### src/rtl/read_guard.sv
// +--------------------------------------------------------------------------+
// | read_guard : passive AXI read-channel monitor (latency, RLAST, ID check) |
// | Revision   : 1.0                                                         |
// +--------------------------------------------------------------------------+
`default_nettype none

module read_guard #(
    parameter int MaxRdTxns = 4,
    parameter int IdWidth   = 4,
    parameter int AddrWidth = 32,
    parameter int CntWidth  = 16
) (
    input  logic                 clk_i,
    input  logic                 rst_i,
    input  logic                 ar_valid_i,
    input  logic                 ar_ready_i,
    input  logic [IdWidth-1:0]   ar_id_i,
    input  logic [AddrWidth-1:0] ar_addr_i,
    input  logic [7:0]           ar_len_i,
    input  logic                 r_valid_i,
    input  logic                 r_ready_i,
    input  logic [IdWidth-1:0]   r_id_i,
    input  logic                 r_last_i,
    input  logic [CntWidth-1:0]  budget_i,
    input  logic                 reset_clear_i,
    output logic                 full_o,
    output logic                 reset_req_o,
    output logic                 irq_o,
    output logic [3:0]           irq_cause_o,
    output logic [IdWidth-1:0]   irq_id_o,
    output logic [AddrWidth-1:0] irq_addr_o,
    output logic [CntWidth-1:0]  latency_o,
    output logic                 latency_valid_o
);

    localparam int IDX_W  = (MaxRdTxns > 1) ? $clog2(MaxRdTxns) : 1;
    localparam int RANK_W = $clog2(MaxRdTxns) + 1;
    localparam int PROD_W = CntWidth + 9;
    localparam logic [CntWidth-1:0] CNT_MAX = '1;

    // Slot state
    logic [MaxRdTxns-1:0] busy_q, busy_d;
    logic [IdWidth-1:0]   id_q      [MaxRdTxns];
    logic [IdWidth-1:0]   id_d      [MaxRdTxns];
    logic [AddrWidth-1:0] addr_q    [MaxRdTxns];
    logic [AddrWidth-1:0] addr_d    [MaxRdTxns];
    logic [7:0]           beats_q   [MaxRdTxns];
    logic [7:0]           beats_d   [MaxRdTxns];
    logic [RANK_W-1:0]    rank_q    [MaxRdTxns];
    logic [RANK_W-1:0]    rank_d    [MaxRdTxns];
    logic [CntWidth-1:0]  budget_q  [MaxRdTxns];
    logic [CntWidth-1:0]  budget_d  [MaxRdTxns];
    logic [CntWidth-1:0]  elapsed_q [MaxRdTxns];
    logic [CntWidth-1:0]  elapsed_d [MaxRdTxns];

    // Response / capture state
    logic                 reset_req_q, reset_req_d;
    logic                 irq_q, irq_d;
    logic [3:0]           cause_q, cause_d;
    logic [IdWidth-1:0]   irq_id_q, irq_id_d;
    logic [AddrWidth-1:0] irq_addr_q, irq_addr_d;
    logic [CntWidth-1:0]  lat_q, lat_d;
    logic                 lat_vld_q, lat_vld_d;

    // Combinational decode
    logic                 full;
    logic                 ar_hs, r_hs;
    logic                 head_found;
    logic [IDX_W-1:0]     head_idx;
    logic                 free_found;
    logic [IDX_W-1:0]     free_idx;
    logic                 to_found;
    logic [IDX_W-1:0]     to_idx;
    logic [MaxRdTxns-1:0] timeout;
    logic [RANK_W-1:0]    same_cnt;
    logic [RANK_W-1:0]    alloc_rank;
    logic [8:0]           len_p1;
    logic [PROD_W-1:0]    prod;
    logic [CntWidth-1:0]  load_budget;
    logic                 alloc, overflow, unwanted, retire, beat_dec, last_err;
    logic                 err;

    always_comb begin
        full  = &busy_q;
        ar_hs = ar_valid_i && ar_ready_i && !reset_req_q;
        r_hs  = r_valid_i && r_ready_i && !reset_req_q;

        // Descending scans so the lowest matching index wins.
        head_found = 1'b0;
        head_idx   = '0;
        free_found = 1'b0;
        free_idx   = '0;
        same_cnt   = '0;
        for (int i = MaxRdTxns - 1; i >= 0; i--) begin
            if (busy_q[i] && id_q[i] == r_id_i && rank_q[i] == '0) begin
                head_found = 1'b1;
                head_idx   = IDX_W'(i);
            end
            if (!busy_q[i]) begin
                free_found = 1'b1;
                free_idx   = IDX_W'(i);
            end
            if (busy_q[i] && id_q[i] == ar_id_i) begin
                same_cnt = same_cnt + RANK_W'(1);
            end
        end

        unwanted = r_hs && !head_found;
        retire   = r_hs && head_found && beats_q[head_idx] == 8'd0 && r_last_i;
        beat_dec = r_hs && head_found && beats_q[head_idx] != 8'd0 && !r_last_i;
        last_err = r_hs && head_found && !retire && !beat_dec;

        to_found = 1'b0;
        to_idx   = '0;
        for (int i = MaxRdTxns - 1; i >= 0; i--) begin
            timeout[i] = busy_q[i] && budget_q[i] == '0
                         && !(retire && head_idx == IDX_W'(i));
            if (timeout[i]) begin
                to_found = 1'b1;
                to_idx   = IDX_W'(i);
            end
        end

        overflow = ar_hs && full;
        alloc    = ar_hs && !full && free_found;
        err      = overflow || unwanted || last_err || to_found;

        // A same-ID retire in this cycle frees one place in the ordering queue.
        alloc_rank = same_cnt;
        if (retire && r_id_i == ar_id_i) begin
            alloc_rank = same_cnt - RANK_W'(1);
        end

        len_p1      = {1'b0, ar_len_i} + 9'd1;
        prod        = {9'd0, budget_i} * {{CntWidth{1'b0}}, len_p1};
        load_budget = (|prod[PROD_W-1:CntWidth]) ? CNT_MAX : prod[CntWidth-1:0];
    end

    always_comb begin
        busy_d = busy_q;
        for (int i = 0; i < MaxRdTxns; i++) begin
            id_d[i]      = id_q[i];
            addr_d[i]    = addr_q[i];
            beats_d[i]   = beats_q[i];
            rank_d[i]    = rank_q[i];
            budget_d[i]  = budget_q[i];
            elapsed_d[i] = elapsed_q[i];

            if (busy_q[i]) begin
                if (budget_q[i] != '0) begin
                    budget_d[i] = budget_q[i] - CntWidth'(1);
                end
                if (elapsed_q[i] != CNT_MAX) begin
                    elapsed_d[i] = elapsed_q[i] + CntWidth'(1);
                end
                if (head_idx == IDX_W'(i)) begin
                    if (retire) begin
                        busy_d[i] = 1'b0;
                    end else if (beat_dec) begin
                        beats_d[i] = beats_q[i] - 8'd1;
                    end
                end else if (retire && id_q[i] == r_id_i) begin
                    rank_d[i] = rank_q[i] - RANK_W'(1);
                end
            end

            if (alloc && free_idx == IDX_W'(i)) begin
                busy_d[i]    = 1'b1;
                id_d[i]      = ar_id_i;
                addr_d[i]    = ar_addr_i;
                beats_d[i]   = ar_len_i;
                rank_d[i]    = alloc_rank;
                budget_d[i]  = load_budget;
                elapsed_d[i] = '0;
            end
        end
        if (err) begin
            busy_d = '0;
        end
    end

    always_comb begin
        irq_d       = err;
        cause_d     = cause_q;
        irq_id_d    = irq_id_q;
        irq_addr_d  = irq_addr_q;
        reset_req_d = reset_req_q;
        lat_vld_d   = retire;
        lat_d       = lat_q;

        if (err) begin
            cause_d     = {overflow, last_err, unwanted, to_found};
            reset_req_d = 1'b1;
            if (to_found) begin
                irq_id_d   = id_q[to_idx];
                irq_addr_d = addr_q[to_idx];
            end else if (unwanted || last_err) begin
                irq_id_d   = r_id_i;
                irq_addr_d = last_err ? addr_q[head_idx] : '0;
            end else begin
                irq_id_d   = ar_id_i;
                irq_addr_d = '0;
            end
        end else if (reset_clear_i) begin
            reset_req_d = 1'b0;
        end

        if (retire) begin
            lat_d = (elapsed_q[head_idx] == CNT_MAX) ? CNT_MAX
                                                     : elapsed_q[head_idx] + CntWidth'(1);
        end
    end

    always_ff @(posedge clk_i) begin
        if (rst_i) begin
            busy_q      <= '0;
            reset_req_q <= 1'b0;
            irq_q       <= 1'b0;
            cause_q     <= '0;
            irq_id_q    <= '0;
            irq_addr_q  <= '0;
            lat_q       <= '0;
            lat_vld_q   <= 1'b0;
            for (int i = 0; i < MaxRdTxns; i++) begin
                id_q[i]      <= '0;
                addr_q[i]    <= '0;
                beats_q[i]   <= '0;
                rank_q[i]    <= '0;
                budget_q[i]  <= '0;
                elapsed_q[i] <= '0;
            end
        end else begin
            busy_q      <= busy_d;
            reset_req_q <= reset_req_d;
            irq_q       <= irq_d;
            cause_q     <= cause_d;
            irq_id_q    <= irq_id_d;
            irq_addr_q  <= irq_addr_d;
            lat_q       <= lat_d;
            lat_vld_q   <= lat_vld_d;
            for (int i = 0; i < MaxRdTxns; i++) begin
                id_q[i]      <= id_d[i];
                addr_q[i]    <= addr_d[i];
                beats_q[i]   <= beats_d[i];
                rank_q[i]    <= rank_d[i];
                budget_q[i]  <= budget_d[i];
                elapsed_q[i] <= elapsed_d[i];
            end
        end
    end

    assign full_o          = full;
    assign reset_req_o     = reset_req_q;
    assign irq_o           = irq_q;
    assign irq_cause_o     = cause_q;
    assign irq_id_o        = irq_id_q;
    assign irq_addr_o      = irq_addr_q;
    assign latency_o       = lat_q;
    assign latency_valid_o = lat_vld_q;

endmodule

`default_nettype wire

### config.mk
export PLATFORM = sky130hd
export DESIGN_NAME = read_guard
export DESIGN_NICKNAME = d
export VERILOG_FILES = /design/src/rtl/read_guard.sv
export SDC_FILE = /design/constraint.sdc
export NUM_CORES = 1
export LEC_CHECK = 0
export ABC_AREA = 1
export CORE_MARGIN = 8
export CORE_UTILIZATION = 56
export CTS_CLUSTER_SIZE = 14
export DETAILED_ROUTE_END_ITERATION = 7
export GPL_TIMING_DRIVEN = 0
export PLACE_DENSITY_LB_ADDON = 0.05
export SLEW_MARGIN = 20
export SYNTH_ARGS = -nofsm -noshare
export SYNTH_HDL_FRONTEND = slang
export SYNTH_SLANG_ARGS = --single-unit
export TNS_END_PERCENT = 5
### constraint.sdc
create_clock -name clk_i -period 6.8 [get_ports clk_i]
set_clock_uncertainty 0.05 [all_clocks]
set_input_delay 0.68 -clock clk_i [delete_from_list [all_inputs] [get_ports clk_i]]
set_output_delay 0.68 -clock clk_i [all_outputs]
set_load 0.05 [all_outputs]
### Yosys cells after proc, flatten, opt, wreduce, memory -nomap -nowiden

Memory sizes are Yosys's and may differ from the RTL's.
Cells that the tools add are included.
Widths: inputs -> output; s select.

* add/sub/neg operators: 22
* $mul: 1
* equal/unequal tests: 24
* multiplexer cells: 146
* bitwise operators: 24
* reduce and logical (&&, ||, !) cells: 86

Operators by type and width (count)
* $mux 16: 34
* $mux 32: 11
* $mux 8: 24
* $add 16x1->16 const B: 5
* $mux 3: 24
* $logic_not 16->1: 4
* $ne 16x16->1 const B: 4
* $reduce_bool 16->1: 4
* $sub 16x1->16 const B: 4
* $logic_and 1x1->1: 48
* $mux 4: 10
* $eq 4x4->1: 9
* $sub 8x1->8 const B: 4
* $mux 1: 31
* $mul 16x9->25: 1
* $mux 2: 12
* $or 1x1->1: 24
* $eq 16x16->1 const B: 1
* $sub 3x1->3 const B: 5
* $logic_not 3->1: 4
* $logic_not 1->1: 10
* $add 3x1->3 const B: 3
* $add 8x1->9 const B: 1
* $reduce_or 9->1: 1
* other kinds (11): 25

* register bits: 63
* memory bits (writable): 316
* input bits: 72
* output and inout port bits: 60
* word-level logic and storage cells: 317
* memories kept: 6

Memory list
* addr_q: words 4, bits a word 32, rd ports 2, clocked after memory_dff 0, write ports 4, line 45 `logic [AddrWidth-1:0] addr_q [MaxRdTxns];`
* budget_q: words 4, bits a word 16, rd ports 4, clocked after memory_dff 0, write ports 4, line 51 `logic [CntWidth-1:0] budget_q [MaxRdTxns];`
* elapsed_q: words 4, bits a word 16, rd ports 5, clocked after memory_dff 0, write ports 4, line 53 `logic [CntWidth-1:0] elapsed_q [MaxRdTxns];`
* beats_q: words 4, bits a word 8, rd ports 5, clocked after memory_dff 0, write ports 4, line 47 `logic [7:0] beats_q [MaxRdTxns];`
* id_q: words 4, bits a word 4, rd ports 5, clocked after memory_dff 0, write ports 4, line 43 `logic [IdWidth-1:0] id_q [MaxRdTxns];`
* rank_q: words 4, bits a word 3, rd ports 4, clocked after memory_dff 0, write ports 4, line 49 `logic [RANK_W-1:0] rank_q [MaxRdTxns];`

### Logic depth before layout (Yosys ltp)

An unclocked memory read counts as a cell.

* depth in word-level cells: 21
* gate-level depth with buffers: 35
* mapped depth without buffers: 32

### Worst setup path after synthesis

OpenSTA, ideal clock, no wires.

* kind: input -> register
* start: input ar_len_i[0]
* end: memory budget_q[0][8]
* library setup time: 0.115 ns
* arrival time: 6.256 ns
* data required time: 6.635 ns
* path slack: 0.378 ns
* stages on the path: 32
* buffers on the path: 3
* cell sequence: clkbuf_1 inv_1 nor2_1 nand4_1 nor2_1 nand2_1 nand2_1 clkbuf_1 nor2_1 fa_1 fa_1 fa_1 inv_1 fa_1 inv_1 ha_1 a21o_1 o21ai_0 o211ai_1 a31oi_1 o21bai_1 nand2_1 nand2_1 nand2_1 nand2_1 nor2_1 nand3_1 nor2_2 buf_2 nand2_1 o21ai_0 inv_1

RTL lines
* start, declared: line 19 `input logic [7:0] ar_len_i,`
* end, declared: line 51

==> metrics.md <==
| Metric | Value |
|---|---|
| HP Class | reg2reg |
| TritonCTS clock tree | done |
| Longest Clk Path Bufs | 3 |
| Main combinational cell family by area after synthesis | simple AND/OR/NAND/NOR gates |
| TritonCTS buffer count | 44 |
| Final setup viols | 0 |
| Crit-path slowest cell | fa_1 |
| Clk sinks | 379 |
| Detailed router's first-iteration violation count | 3003 |
| Worst slew pin tran | between 900 and 1000 ps |
| Hold WS | 396.9 ps |
| CP required | 7200 ps |
| Final Hold Fails | 0 |
| Synthesis warning total | 0 |
| Yosys reg bits | 379 |
| Post-cts hold buffer count | 0 |
| DRC violations left | 2 |
| DIE HEIGHT | around 230 um |
| Die W | 228.4 um |
| FMAX | 154.1 MHz |
| Final Cycle Share | 0.9542 |
| Largest net degree at the start of global routing | 42 |
| Xor and xnor area share after synthesis | 0.02634 |
| Diodes inserted | 0 |
| Post-Syn Nets | ~3700 |
| Main synth FF type | dfxtp_1 |
| Synth Area in Simple Gates | 0.2843 |
| Die Area | 0.05217 sq mm |
| Vias | 25360 |
| Wirelength per Cell | roughly 20 um |
| Share of cells above drive strength 1 | 0.06953 |
| Routed vias/inst | 5.902 |
| Clock Latency Late Sink | ~600 ps |
| Slew Limit Fails | 0 |
| Drt pass-1 iters | 8 |
| Top cells by instance count after synthesis | 781 x nand2_1, 467 x inv_1, 444 x nor2_1 |
| Count leader, synth | nand2_1 |
| Synth top area cells | dfxtp_1 20%, edfxtp_1 15%, nand2_1 12%, fa_1 7.8%, inv_1 6.9% |
| Worst EP arrival | between 6000 and 7000 ps |
| Post-Syn Area | roughly 0.025 sq mm |
| Root Driver | clkbuf_16 |
| Post-Synth Adder-Cell Area | 0.1136 |
| Initial core utilization | 0.5616 |
| Yosys top cell area share | 0.1989 |
| EDFF count, synth | about 130 |
| Synth area leader | dfxtp_1 |
| Setup TNS | 0 ps |
| GRT overflow | 0 |
| Area Growth Syn to Fin | 15.30% |
| Multi-input gate area | 0.01406 sq mm |
| RD Place Congestion | 0.9745 |
| Htree depth | 2 |
| NumNets Final | 3902 |
| Placed instance count | between 4000 and 5000 |
| Overall power consumption | between 7 and 8 mW |
| Max cap viols | 0 |
| Mux contribution to synthesized area | 0.0003961 |
| # fillers | 4021 |
| Pre-CTS setup slack | -1868 ps |
| Reg clk slew, reported paths | ~60 ps |
| Power Density | 253.7 mW/mm^2 |
| Async set-reset flop share out of synthesis | 0 |
| Critical Path Fanout Max | 10 |
| Sequential share of the synthesized area | 0.3510 |
| Fin area | slightly below 0.03 sq mm |
| Final WS setup | 311.6 ps |
| WS Path Type | in2reg |
| Register area | 0.008869 sq mm |
| Most Frequent Cell on Critical Path | inv_1 |
| Core area | 0.04499 sq mm |
| Gate Count Post-Synth | 3478 |
| Max-slew headroom | 0.3494 |
| Io pins | roughly 130 |
| Post-synthesis compound-gate area fraction | 0.1251 |
| Largest stage delay, worst path | 560 ps |
| Status | complete, but fails checks |
| Total wire length | between 80 and 90 mm |
| # port buffers | 125 |
| Lkg Pwr | 12.80 nW |
| Area after DPL | about 0.027 sq mm |
| Antenna violation net count after detailed routing | 0 |
| Antenna violations before repair | 1 |
| Crit. End Element | flop |
| Vias in the first global route | 24560 |
| Yosys cell types | 62 |
| Failing checks | DRC |
| Post-Layout Cell Count | 4296 |
| Worst vdd rail ir drop | 0.2182 mV |
| Dpl hpwl | 64.09 mm |
| Final core occ | 0.6476 |
| Final Critical Period | 6488 ps |
| FP Rows | 78 |
| First-pass GRT wire length | about 130 mm |
| Avg Cell Area, Syn | 7.265 sq um |
| Total GRT Usage | 0.3178 |
| CP Launch Type | input port |
[worst paths after layout]
path                                                  from                     endpoint  slack, ps  cells after the start
worst max-delay path                           ar_len_i[1]  budget_q[0][3]$_SDFFE_PP0P_        310                     32
worst min-delay path            irq_addr_o[1]$_SDFFE_PP0P_   irq_addr_o[1]$_SDFFE_PP0P_        400                      2
worst max register to register        busy_q[0]$_SDFF_PP0_   irq_addr_o[7]$_SDFFE_PP0P_       2360                     15
worst min register to register  irq_addr_o[1]$_SDFFE_PP0P_   irq_addr_o[1]$_SDFFE_PP0P_        400                      2
[power breakdown]
part / internal, mW / total (mW) / switching (mW)
registers: 2.41 / 2.46 / 0.0499
logic: 0.896 / 2.45 / 1.55
clock network: 1.49 / 2.49 / 1.00
total: 4.79 / 7.39 / 2.60
[worst max-delay path: cells and delay by family]
| kind | cells | cell delay, ps |
|---|---|---|
| AND/OR/NAND/NOR | 13 | 1770 |
| adder cells (fa/ha/maj) | 6 | 2670 |
| AO/OA/AOI/OAI | 5 | 740 |
| buffers and inverters | 8 | 1000 |
[cell usage in the layout, fill, tap and decap left out, drive strengths merged, types with 120 or more instances in the layout]
| cell | n |
|---|---|
| o21ai | 207 |
| nand3 | 258 |
| dfxtp | 251 |
| clkbuf | 139 |
| clkdlybuf4s50 | 120 |
| inv | 484 |
| nand2 | 801 |
| a21oi | 181 |
| nor2 | 460 |
| edfxtp | 128 |
[cells by family (layout without fill, tap and decap cells)]
logic type	after synthesis	after routing
mux	1	1
buf+inv	624	842
fa+ha+maj	170	170
simple gates	1676	1676
xor+xnor	76	76
compound gates	552	552
flops	379	379
[registers in the layout (all words and copies together) (netlist names)]
signal,flops
addr_q,128
beats_q,32
budget_q,64
busy_q,4
elapsed_q,64
id_q,16
irq_addr_o,32
irq_cause_o,4
irq_id_o,4
irq_o,1
latency_o,16
latency_valid_o,1
rank_q,12
reset_req_o,1
[what timing repair did]
item / 4_1_cts / 5_1_grt
endpoints found under the setup margin: 64 / 64
setup buffers: 6 / 2
pin swaps: 3 / 7
resized for setup: 50 / 30
[routing by layer]
layer | track usage | share of wire | up-vias
li1 | - | - | 11740
met1 | 0.4159 | 0.40 | 11910
met2 | 0.4985 | 0.45 | 1454
met3 | 0.07372 | 0.11 | 256
met4 | 0.1404 | 0.043 | 2
met5 | 0 | 0.00013 | -
[area by class of cell]
cell class / count / share of cell area
multi-input combinational: 2475 / 0.4828
clock inverter: 19 / 0.009491
tap: 600 / 0.02577
inverter: 493 / 0.06365
timing repair buffer: 136 / 0.04793
clock buffer: 63 / 0.04196
buffer: 131 / 0.02405
sequential: 379 / 0.3044
(Power assumes the default switching activity.)
